[src/rtl/reg_scoreboard.sv]
`default_nettype none
// ============================================================================
// Module   : reg_scoreboard
// Purpose  : Decode-stage register scoreboard. Keeps a saturating count of
//            in-flight writes for every architectural register, handles NRET
//            retire/squash notifications per cycle and raises the DE stall
//            for RAW hazards and counter saturation.
// Options  : SCB_BYPASS_EN - a retire releases dependent sources in the
//            same cycle (requires register-file write-through).
// Revision : 1.0 - initial release
// ============================================================================
module reg_scoreboard #(
  parameter int NREGS     = 32,
  parameter int REGNOBITS = 5,
  parameter int CNTBITS   = 3,
  parameter int NRET      = 2
) (
  input  logic                         clk,
  input  logic                         reset,
  input  logic                         issue_valid_i,
  input  logic                         issue_wr_i,
  input  logic [REGNOBITS-1:0]         issue_dst_i,
  input  logic [REGNOBITS-1:0]         issue_rs1_i,
  input  logic [REGNOBITS-1:0]         issue_rs2_i,
  input  logic                         issue_use_rs1_i,
  input  logic                         issue_use_rs2_i,
  input  logic [NRET-1:0]              retire_valid_i,
  input  logic [NRET*REGNOBITS-1:0]    retire_dst_i,
  input  logic                         flush_i,
  output logic                         stall_o,
  output logic                         issue_accept_o,
  output logic [NREGS-1:0]             busy_o,
  output logic [REGNOBITS+CNTBITS-1:0] pending_cnt_o,
  output logic                         overflow_err_o,
  output logic                         underflow_err_o
);

  // Two guard bits: one for the +1 above CMAX, one as the sign of a
  // decrement below zero.
  localparam int                CW   = CNTBITS + 2;
  localparam int                PW   = REGNOBITS + CNTBITS;
  localparam logic [CW-1:0]     CMAX = CW'((2 ** CNTBITS) - 1);

  logic [CNTBITS-1:0] cnt_q [NREGS];
  logic [CNTBITS-1:0] cnt_d [NREGS];
  logic [NREGS-1:0]   busy_q, busy_d;
  logic [PW-1:0]      pend_q, pend_d;
  logic               ovf_q, ovf_d;
  logic               unf_q, unf_d;

  logic [CW-1:0]      dec   [NREGS];
  logic [CW-1:0]      view  [NREGS];
  logic [NREGS-1:0]   vbusy;
  logic [NREGS-1:0]   vsat;
  logic               hz1, hz2, sat;

  // Count retire ports naming each register this cycle; register 0 is ignored.
  always_comb begin
    for (int r = 0; r < NREGS; r++) begin
      dec[r] = '0;
      for (int k = 0; k < NRET; k++) begin
        if (retire_valid_i[k] && (r != 0) &&
            (retire_dst_i[k*REGNOBITS +: REGNOBITS] == REGNOBITS'(r)))
          dec[r] = dec[r] + CW'(1);
      end
    end
  end

  // Counter value as seen by the hazard check: registered state, or
  // registered state minus this cycle's retires when bypassing.
  always_comb begin
    for (int r = 0; r < NREGS; r++) begin
`ifdef SCB_BYPASS_EN
      view[r]  = {2'b00, cnt_q[r]} - dec[r];
`else
      view[r]  = {2'b00, cnt_q[r]};
`endif
      vbusy[r] = (view[r] != '0);
      // A retire to the destination this cycle frees a slot, so no saturation.
      vsat[r]  = (view[r] == CMAX) && (dec[r] == '0);
    end
  end

  // Hazard and saturation lookups; out-of-range indices never hazard.
  always_comb begin
    hz1 = 1'b0;
    hz2 = 1'b0;
    sat = 1'b0;
    if (issue_use_rs1_i && (int'(issue_rs1_i) < NREGS))
      hz1 = vbusy[issue_rs1_i];
    if (issue_use_rs2_i && (int'(issue_rs2_i) < NREGS))
      hz2 = vbusy[issue_rs2_i];
    if (issue_wr_i && (issue_dst_i != '0) && (int'(issue_dst_i) < NREGS))
      sat = vsat[issue_dst_i];
    stall_o        = issue_valid_i & ~flush_i & ~reset & (hz1 | hz2 | sat);
    issue_accept_o = issue_valid_i & ~stall_o & ~flush_i & ~reset;
  end

  // Next counter values, busy vector, pending total and sticky error flags.
  always_comb begin
    logic [CW-1:0] nxt;
    logic          inc;
    pend_d = '0;
    busy_d = '0;
    ovf_d  = ovf_q;
    unf_d  = unf_q;
    for (int r = 0; r < NREGS; r++) begin
      inc = issue_accept_o & issue_wr_i & (issue_dst_i == REGNOBITS'(r)) & (r != 0);
      nxt = {2'b00, cnt_q[r]} + CW'(inc) - dec[r];
      if (reset || flush_i) begin
        cnt_d[r] = '0;
      end else if (nxt[CW-1]) begin
        cnt_d[r] = '0;
        unf_d    = 1'b1;
      end else if (nxt > CMAX) begin
        cnt_d[r] = CMAX[CNTBITS-1:0];
        ovf_d    = 1'b1;
      end else begin
        cnt_d[r] = nxt[CNTBITS-1:0];
      end
      busy_d[r] = (cnt_d[r] != '0);
      pend_d    = pend_d + PW'(cnt_d[r]);
    end
    if (reset) begin
      ovf_d = 1'b0;
      unf_d = 1'b0;
    end
  end

  // State register; reset values are produced by the next-state logic.
  always_ff @(posedge clk) begin
    for (int r = 0; r < NREGS; r++)
      cnt_q[r] <= cnt_d[r];
    busy_q <= busy_d;
    pend_q <= pend_d;
    ovf_q  <= ovf_d;
    unf_q  <= unf_d;
  end

  assign busy_o          = busy_q;
  assign pending_cnt_o   = pend_q;
  assign overflow_err_o  = ovf_q;
  assign underflow_err_o = unf_q;

endmodule
`default_nettype wire

[config.mk]
export PLATFORM = sky130hd
export DESIGN_NAME = reg_scoreboard
export DESIGN_NICKNAME = d
export VERILOG_FILES = /design/src/rtl/reg_scoreboard.sv
export SDC_FILE = /design/constraint.sdc
export NUM_CORES = 1
export LEC_CHECK = 0
export ABC_CLOCK_PERIOD_IN_PS = 34400
export CORE_ASPECT_RATIO = 1.5
export CORE_MARGIN = 2
export CORE_UTILIZATION = 35
export CTS_BUF_LIST = sky130_fd_sc_hd__clkbuf_8
export CTS_CLUSTER_SIZE = 28
export DETAILED_ROUTE_END_ITERATION = 8
export HOLD_SLACK_MARGIN = 0.06
export PLACE_DENSITY = 0.5
export SYNTH_ARGS = -nofsm -noshare
export SYNTH_HDL_FRONTEND = slang
export SYNTH_SLANG_ARGS = --single-unit
[constraint.sdc]
create_clock -name clk -period 34.4 [get_ports clk]
set_clock_uncertainty 0.1 [all_clocks]
set_input_delay 8.6 -clock clk [delete_from_list [all_inputs] [get_ports clk]]
set_output_delay 8.6 -clock clk [all_outputs]
set_load 0.02 [all_outputs]
==> metrics.yaml, run 1 <==
syn_to_final_growth_pct: 11.9
grtUsageMet3_pct: 4.08
nFillCells: 4358
async_reset_ff_share_pct: 0
cp_slowest_cell: "a211oi_2"
met2_usage_pct: 42.4
cts_hold_buf: 0
gr-usage-all-layers_pct: 23.6
cts_setup_buffers: 0
drtIter0Drc: 657
cts_tree: "yes"
cts_resized: 0
slew-limit-headroom_pct: 27.2
synth_area_mm2: 0.0150
run_status: "finished clean"
vias_per_cell: 5.06
drt_first_pass_iters: 5
setup_viol_count_final: 0
place_ws_ns: 12.96
dieWidth_um: 173
die_area_mm2: 0.0446
hold_class: "register to register"
dpl.cell_count: 2312
die_y_um: 258
busiest_layer: "met2"
fmax_mhz: 46.3
final_nets: 2213
fin_crit_ns: 21.58
rows: 93
critical_path_class: "input pin to primary output"
worst_slack_ns: 12.82
fin_crit_sh_pct: 62.7
multi_input_area_mm2: 0.0106
grt_pass1_wl_mm: 76.4
cp.required_ns: 25.70
grt_overflow: 0
drv_cap: 0
slew_viol_final: 0
critical_path_arrival_ns: 12.88
antenna_found_initial: 2
drc_errors: 0
grt_pass1_vias: 12400
synth_nets: 2143
cts_max_path_buffers: 2
drtAntennaViolNets: 0
ys.warnings.count: 0
core_region_area_mm2: 0.0427
ys_types: 67
met1_usage_pct: 26.7
insertion_delay_ns: 0.52
tns_ns: 0
worstMarginPinSlew_ns: 1.08
regArea_mm2: 0.00276
rsz0062_at_grt: "false"
stdcell_count: 2345
start_util_pct: 35.2
cp_slowest_stage_delay_ns: 0.87
path_cells: "clkdlybuf4s50_1 > nand2b_1 > nor2_1 > nand2_1 > ha_1 > nand4_1 > a32o_1 > nand2_1 > o311ai_0 > a211oi_2 > o22ai_1 > a31oi_1 > clkdlybuf4s50_1"
port_buffers: 77
wl_mm: 51.7
io_pins: 78
synthCells: 1691
gp_congestion: 0.976
root_buffer: "clkbuf_8"
h-tree-depth: 4
ys_ff_latch: 138
dr_total_vias: 11900
holdWs_ns: 0.394
hpwl_mm: 44.3
drive_above_1_share_pct: 3.33
path_clk_slew_ns: 0.09
wl_per_cell_um: 22.0
end_kind: "primary output"
grt_max_degree: 33
clock-sinks: 138
seq_area_frac_synth_pct: 18.4
cp_max_fo: 15
r2r_setup_slack_ns: 23.87
synth_edf_count: 0
critPathLaunchType: "input pin"
syn-mean-instance-area_um2: 8.89
cts_buffers: 17
ys.flop_type: "dfxtp_1"
finalHoldViolCount: 0
[kinds of logic after synthesis]
| group | synth area share (%) |
|---|---|
| muxes | 1.17 |
| adders and majority gates | 40.9 |
| buffers and inverters | 11.2 |
| and+or+nand+nor | 12.2 |
| xor gates and xnor gates | 3.90 |
| AOI/OAI and AO/OA | 12.2 |
| DFF | 18.4 |
[worst max-delay path, delay by kind of cell]
family | cells | cell delay [ns]
AOI/OAI and AO/OA | 5 | 2.15
adders and majority gates | 1 | 0.15
buffers and inverters | 2 | 1.37
and+or+nand+nor | 5 | 0.58
[layout make-up]
type / count / area share, %
multi-input cells: 1117 / 63.0
flip-flops and latches: 138 / 16.4
diodes: 1 / 0.0149
repair buffers: 87 / 5.03
inverters: 400 / 8.93
well taps: 570 / 4.24
clock inverters: 13 / 0.848
clock buffers: 19 / 1.55
[synthesized netlist by cell type, types with 3 or more instances]
master | number | area, um2
nor4_1 | 48 | 300
a21boi_0 | 28 | 210
buf_6 | 5 | 56.3
nor4b_2 | 3 | 45.0
o22ai_1 | 3 | 18.8
clkbuf_1 | 23 | 86.3
o21a_1 | 40 | 300
xnor2_1 | 66 | 578
a22oi_1 | 17 | 128
dfxtp_1 | 138 | 2760
nor3b_1 | 3 | 22.5
o31ai_1 | 5 | 37.5
nor3_1 | 36 | 180
fa_1 | 122 | 2440
nand4b_1 | 4 | 35.0
ha_1 | 296 | 3700
a211o_1 | 3 | 26.3
nand4_1 | 21 | 131
o21ai_0 | 62 | 310
inv_1 | 400 | 1500
nand2_1 | 88 | 330
o2111ai_1 | 3 | 26.3
a31oi_1 | 5 | 31.3
a21oi_1 | 41 | 205
nand3_1 | 15 | 75.1
a41oi_1 | 6 | 52.6
buf_2 | 7 | 35.0
mux2i_1 | 4 | 40.0
a211oi_1 | 6 | 45.0
or3_1 | 23 | 144
nor2b_1 | 12 | 75.1
nor2_1 | 63 | 236
nand2b_1 | 8 | 50.1
nor4b_1 | 4 | 35.0
mux4_2 | 6 | 135
and2_1 | 7 | 43.8
o21bai_1 | 33 | 248
[worst paths after layout]
kind	to	from	cells past startpoint
setup / recovery	stall_o	retire_dst_i[7]	13
hold / removal	underflow_err_o$_SDFF_PP0_	underflow_err_o$_SDFF_PP0_	2
setup reg to reg	pending_cnt_o[7]$_DFF_P_	cnt_q[0][32]$_DFF_P_	30
hold reg to reg	underflow_err_o$_SDFF_PP0_	underflow_err_o$_SDFF_PP0_	2
[through the flow]
stage / cell area, um2 / utilization [%]
6_report: 16800 / 39.4
5_1_grt: 16800 / 39.4
4_1_cts: 16800 / 39.4
3_5_place_dp: 16400 / 38.4
3_3_place_gp: 16400 / 38.4
2_1_floorplan: 15000 / -
[cell usage in the layout, fill, tap and decap left out, types with 3 or more instances in the layout]
cell type and instances:
nand4b_1 4, nor3_1 36, nand2b_1 8, nand3_1 15
o21a_1 40, nor4b_2 3, nor3b_1 3, inv_1 400
o31ai_1 5, a41oi_1 6, mux4_2 6, a211o_1 3
nor4_1 48, mux2i_1 4, o2111ai_1 3, a211oi_1 5
ha_1 296, clkdlybuf4s50_1 77, nand4_1 21, nor2b_1 12
clkinvlp_4 5, fa_1 122, a21boi_0 28, or3_1 23
nor2_1 63, o21ai_0 62, a21oi_1 41, a22oi_1 17
o22ai_1 3, dfxtp_1 138, buf_4 10, o21bai_1 33
a31oi_1 5, nand2_1 88, and2_1 7, xnor2_1 66
clkbuf_8 19, nor4b_1 4
[metal layers]
layer	vias to the layer above	share of wire, %
met4	0	5.4
li1	5682	-
met3	97	4.2
met5	-	0
met1	5786	40
met2	297	50
[registers in the layout (all words and copies together) (netlist names)]
register and flops:
cnt_q 96, pending_cnt_o 8, underflow_err_o 1, overflow_err_o 1, busy_o 32
Power of run 1 is left out: the tool's default activity adds up to more than one toggle a clock period on the data nets, which glitch-free logic cannot reach.
==> run 2, diff against run 1 <==
--- a/config.mk
+++ b/config.mk
@@ -5,7 +5,7 @@
 export SDC_FILE = /design/constraint.sdc
 export NUM_CORES = 1
 export LEC_CHECK = 0
-export ABC_CLOCK_PERIOD_IN_PS = 34400
+export ABC_CLOCK_PERIOD_IN_PS = 17600
 export CORE_ASPECT_RATIO = 1.5
 export CORE_MARGIN = 2
 export CORE_UTILIZATION = 35
@@ -13,7 +13,7 @@
 export CTS_CLUSTER_SIZE = 28
 export DETAILED_ROUTE_END_ITERATION = 8
 export HOLD_SLACK_MARGIN = 0.06
-export PLACE_DENSITY = 0.5
+export PLACE_DENSITY = 0.52
 export SYNTH_ARGS = -nofsm -noshare
 export SYNTH_HDL_FRONTEND = slang
 export SYNTH_SLANG_ARGS = --single-unit
==> constraint.sdc (replaced) <==
create_clock -name clk -period 17.6 [get_ports clk]
set_clock_uncertainty 0.1 [all_clocks]
set_input_delay 4.4 -clock clk [delete_from_list [all_inputs] [get_ports clk]]
set_output_delay 4.4 -clock clk [all_outputs]
set_load 0.02 [all_outputs]
==> run 2 against run 1 <==
  * Global-route usage decreased by 0.071 points
  * First-iteration DRC count up 15%
  * Worst hold slack got worse by 0.0092 ns
  * Wire length rose by 0.10%
  * Sequential cell count did not move
  * Cell area is essentially flat
  * Critical path depth up 22
  * Core utilization barely moved
  * Die area unchanged
  * Setup slack lost 10 ns
  * Non-clock buffer count fell by 2
  * Cell count about the same
==> metrics.yaml, run 2 (synthesis results as in run 1) <==
rows: 93
critical_path_class: "input pin to register"
r2r-end: "pending_cnt_o[7]$_DFF_P_"
fin_area_mm2: 0.0168
dpl.cell_count: 2310
root_buffer: "clkbuf_8"
holdPathStages: 2
cts_resized: 0
highest_layer: "met4"
cts_buffers: 17
grt_max_degree: 33
drive_above_1_share_pct: 3.16
die_y_um: 258
critical_path_arrival_ns: 15.49
critPathLaunchType: "input pin"
cp.required_ns: 17.95
drt_first_pass_iters: 7
path_common_cell: "fa_1"
clock-sinks: 138
drc_errors: 0
die_area_mm2: 0.0446
cp_slowest_cell: "a211oi_2"
wl_met2_mm: 25.9
gr-usage-all-layers_pct: 23.5
fin_crit_sh_pct: 86.0
regMostFlops: "cnt_q"
ff2ff_path_depth: 30
dieWidth_um: 173
worst-path-buf-inv: 3
grt_overflow: 0
cpLargestDelayFamily: "adder cells"
cp_max_fo: 15
worst_slack_ns: 2.46
grt_pass1_vias: 12700
antenna_found_initial: 1
wirelength_met1_mm: 19.8
wl_per_cell_um: 22.1
place_ws_ns: 2.05
start_util_pct: 35.2
placed_area_mm2: 0.0164
core_region_area_mm2: 0.0427
path_clk_slew_ns: 0.09
cts_hold_buf: 0
drtIter0Drc: 754
dr_total_vias: 12100
r2r-start: "cnt_q[1][38]$_DFF_P_"
end_kind: "register"
grt_pass1_wl_mm: 77.1
drtAntennaViolNets: 0
final_nets: 2211
cts_setup_buffers: 0
hold_end: "underflow_err_o$_SDFF_PP0_"
final_common_cell: "inv_1"
cp_slowest_stage_delay_ns: 1.02
insertion_delay_ns: 0.54
finalHoldViolCount: 0
slew-limit-headroom_pct: 15.2
mostFrequentLayoutCells: "inv_1, ha_1, dfxtp_1"
run_status: "finished clean"
worstMarginPinSlew_ns: 1.27
gp_congestion: 0.968
stdcell_count: 2343
setup_viol_count_final: 0
fmax_mhz: 66.1
hpwl_mm: 43.9
wl_mm: 51.7
tns_ns: 0
hp-start: "underflow_err_o$_SDFF_PP0_"
r2r_setup_slack_ns: 7.16
cts_tree: "yes"
io_pins: 78
wl_met3_mm: 2.32
vias_per_cell: 5.17
rsz0062_at_grt: "false"
largest_reg_flops: 96
h-tree-depth: 4
port_buffers: 77
drv_cap: 0
syn_to_final_growth_pct: 11.9
slew_viol_final: 0
hold_class: "register to register"
fin_crit_ns: 15.14
cts_max_path_buffers: 2
-- run 2: area by class of cell --
| type | count | area [um2] |
|---|---|---|
| Timing Repair Buffer | 85 | 831 |
| Sequential cell | 138 | 2760 |
| Fill cell | 4380 | 25900 |
| Clock inverter | 12 | 148 |
| Tap cell | 570 | 713 |
| Inverter | 400 | 1500 |
| Multi-Input combinational cell | 1117 | 10600 |
| Clock buffer | 20 | 275 |
| Antenna cell | 1 | 2.50 |
-- run 2: how the worst max path moves through the flow --
| stage | from | endpoint | slack (ns) | cells past startpoint |
|---|---|---|---|---|
| global placement | retire_dst_i[0] | pending_cnt_o[7]$_DFF_P_ | 1.95 | 34 |
| global route | retire_dst_i[7] | pending_cnt_o[7]$_DFF_P_ | 2.19 | 35 |
| floorplan | retire_dst_i[7] | pending_cnt_o[7]$_DFF_P_ | 4.70 | 37 |
| detailed placement | retire_dst_i[0] | pending_cnt_o[7]$_DFF_P_ | 2.05 | 34 |
| CTS | retire_dst_i[0] | pending_cnt_o[7]$_DFF_P_ | 2.61 | 34 |
| finish | retire_dst_i[7] | pending_cnt_o[7]$_DFF_P_ | 2.46 | 35 |
-- run 2: tightest hold or removal path: cells and delay by family (launching register included) --
| family | cells | cell delay, ns |
|---|---|---|
| flops | 1 | 0.34 |
| simple gates | 2 | 0.12 |
-- run 2: layer usage --
layer | track usage [%] | vias up
li1 | - | 5686
met3 | 3.09 | 136
met2 | 41.9 | 383
met5 | 0 | -
met1 | 26.2 | 5902
met4 | 15.8 | 0
-- run 2: per-stage QoR --
step | hold WS (ns) | util [%]
6_report | 0.384 | 39.4
5_1_grt | 0.446 | 39.4
4_1_cts | 0.388 | 39.4
3_5_place_dp | 0.365 | 38.4
3_3_place_gp | 0.354 | 38.4
2_1_floorplan | 0.351 | -
Power of run 2 is left out for the same reason.
==> run 3, diff against run 2 <==
--- a/config.mk
+++ b/config.mk
@@ -12,6 +12,7 @@
 export CTS_BUF_LIST = sky130_fd_sc_hd__clkbuf_8
 export CTS_CLUSTER_SIZE = 28
 export DETAILED_ROUTE_END_ITERATION = 8
+export GPL_TIMING_DRIVEN = 1
 export HOLD_SLACK_MARGIN = 0.06
 export PLACE_DENSITY = 0.52
 export SYNTH_ARGS = -nofsm -noshare
==> results of run 3 <==
Same layout as run 2: the final DEF is identical, and so are final timing and power.
Power of run 3 is left out for the same reason.
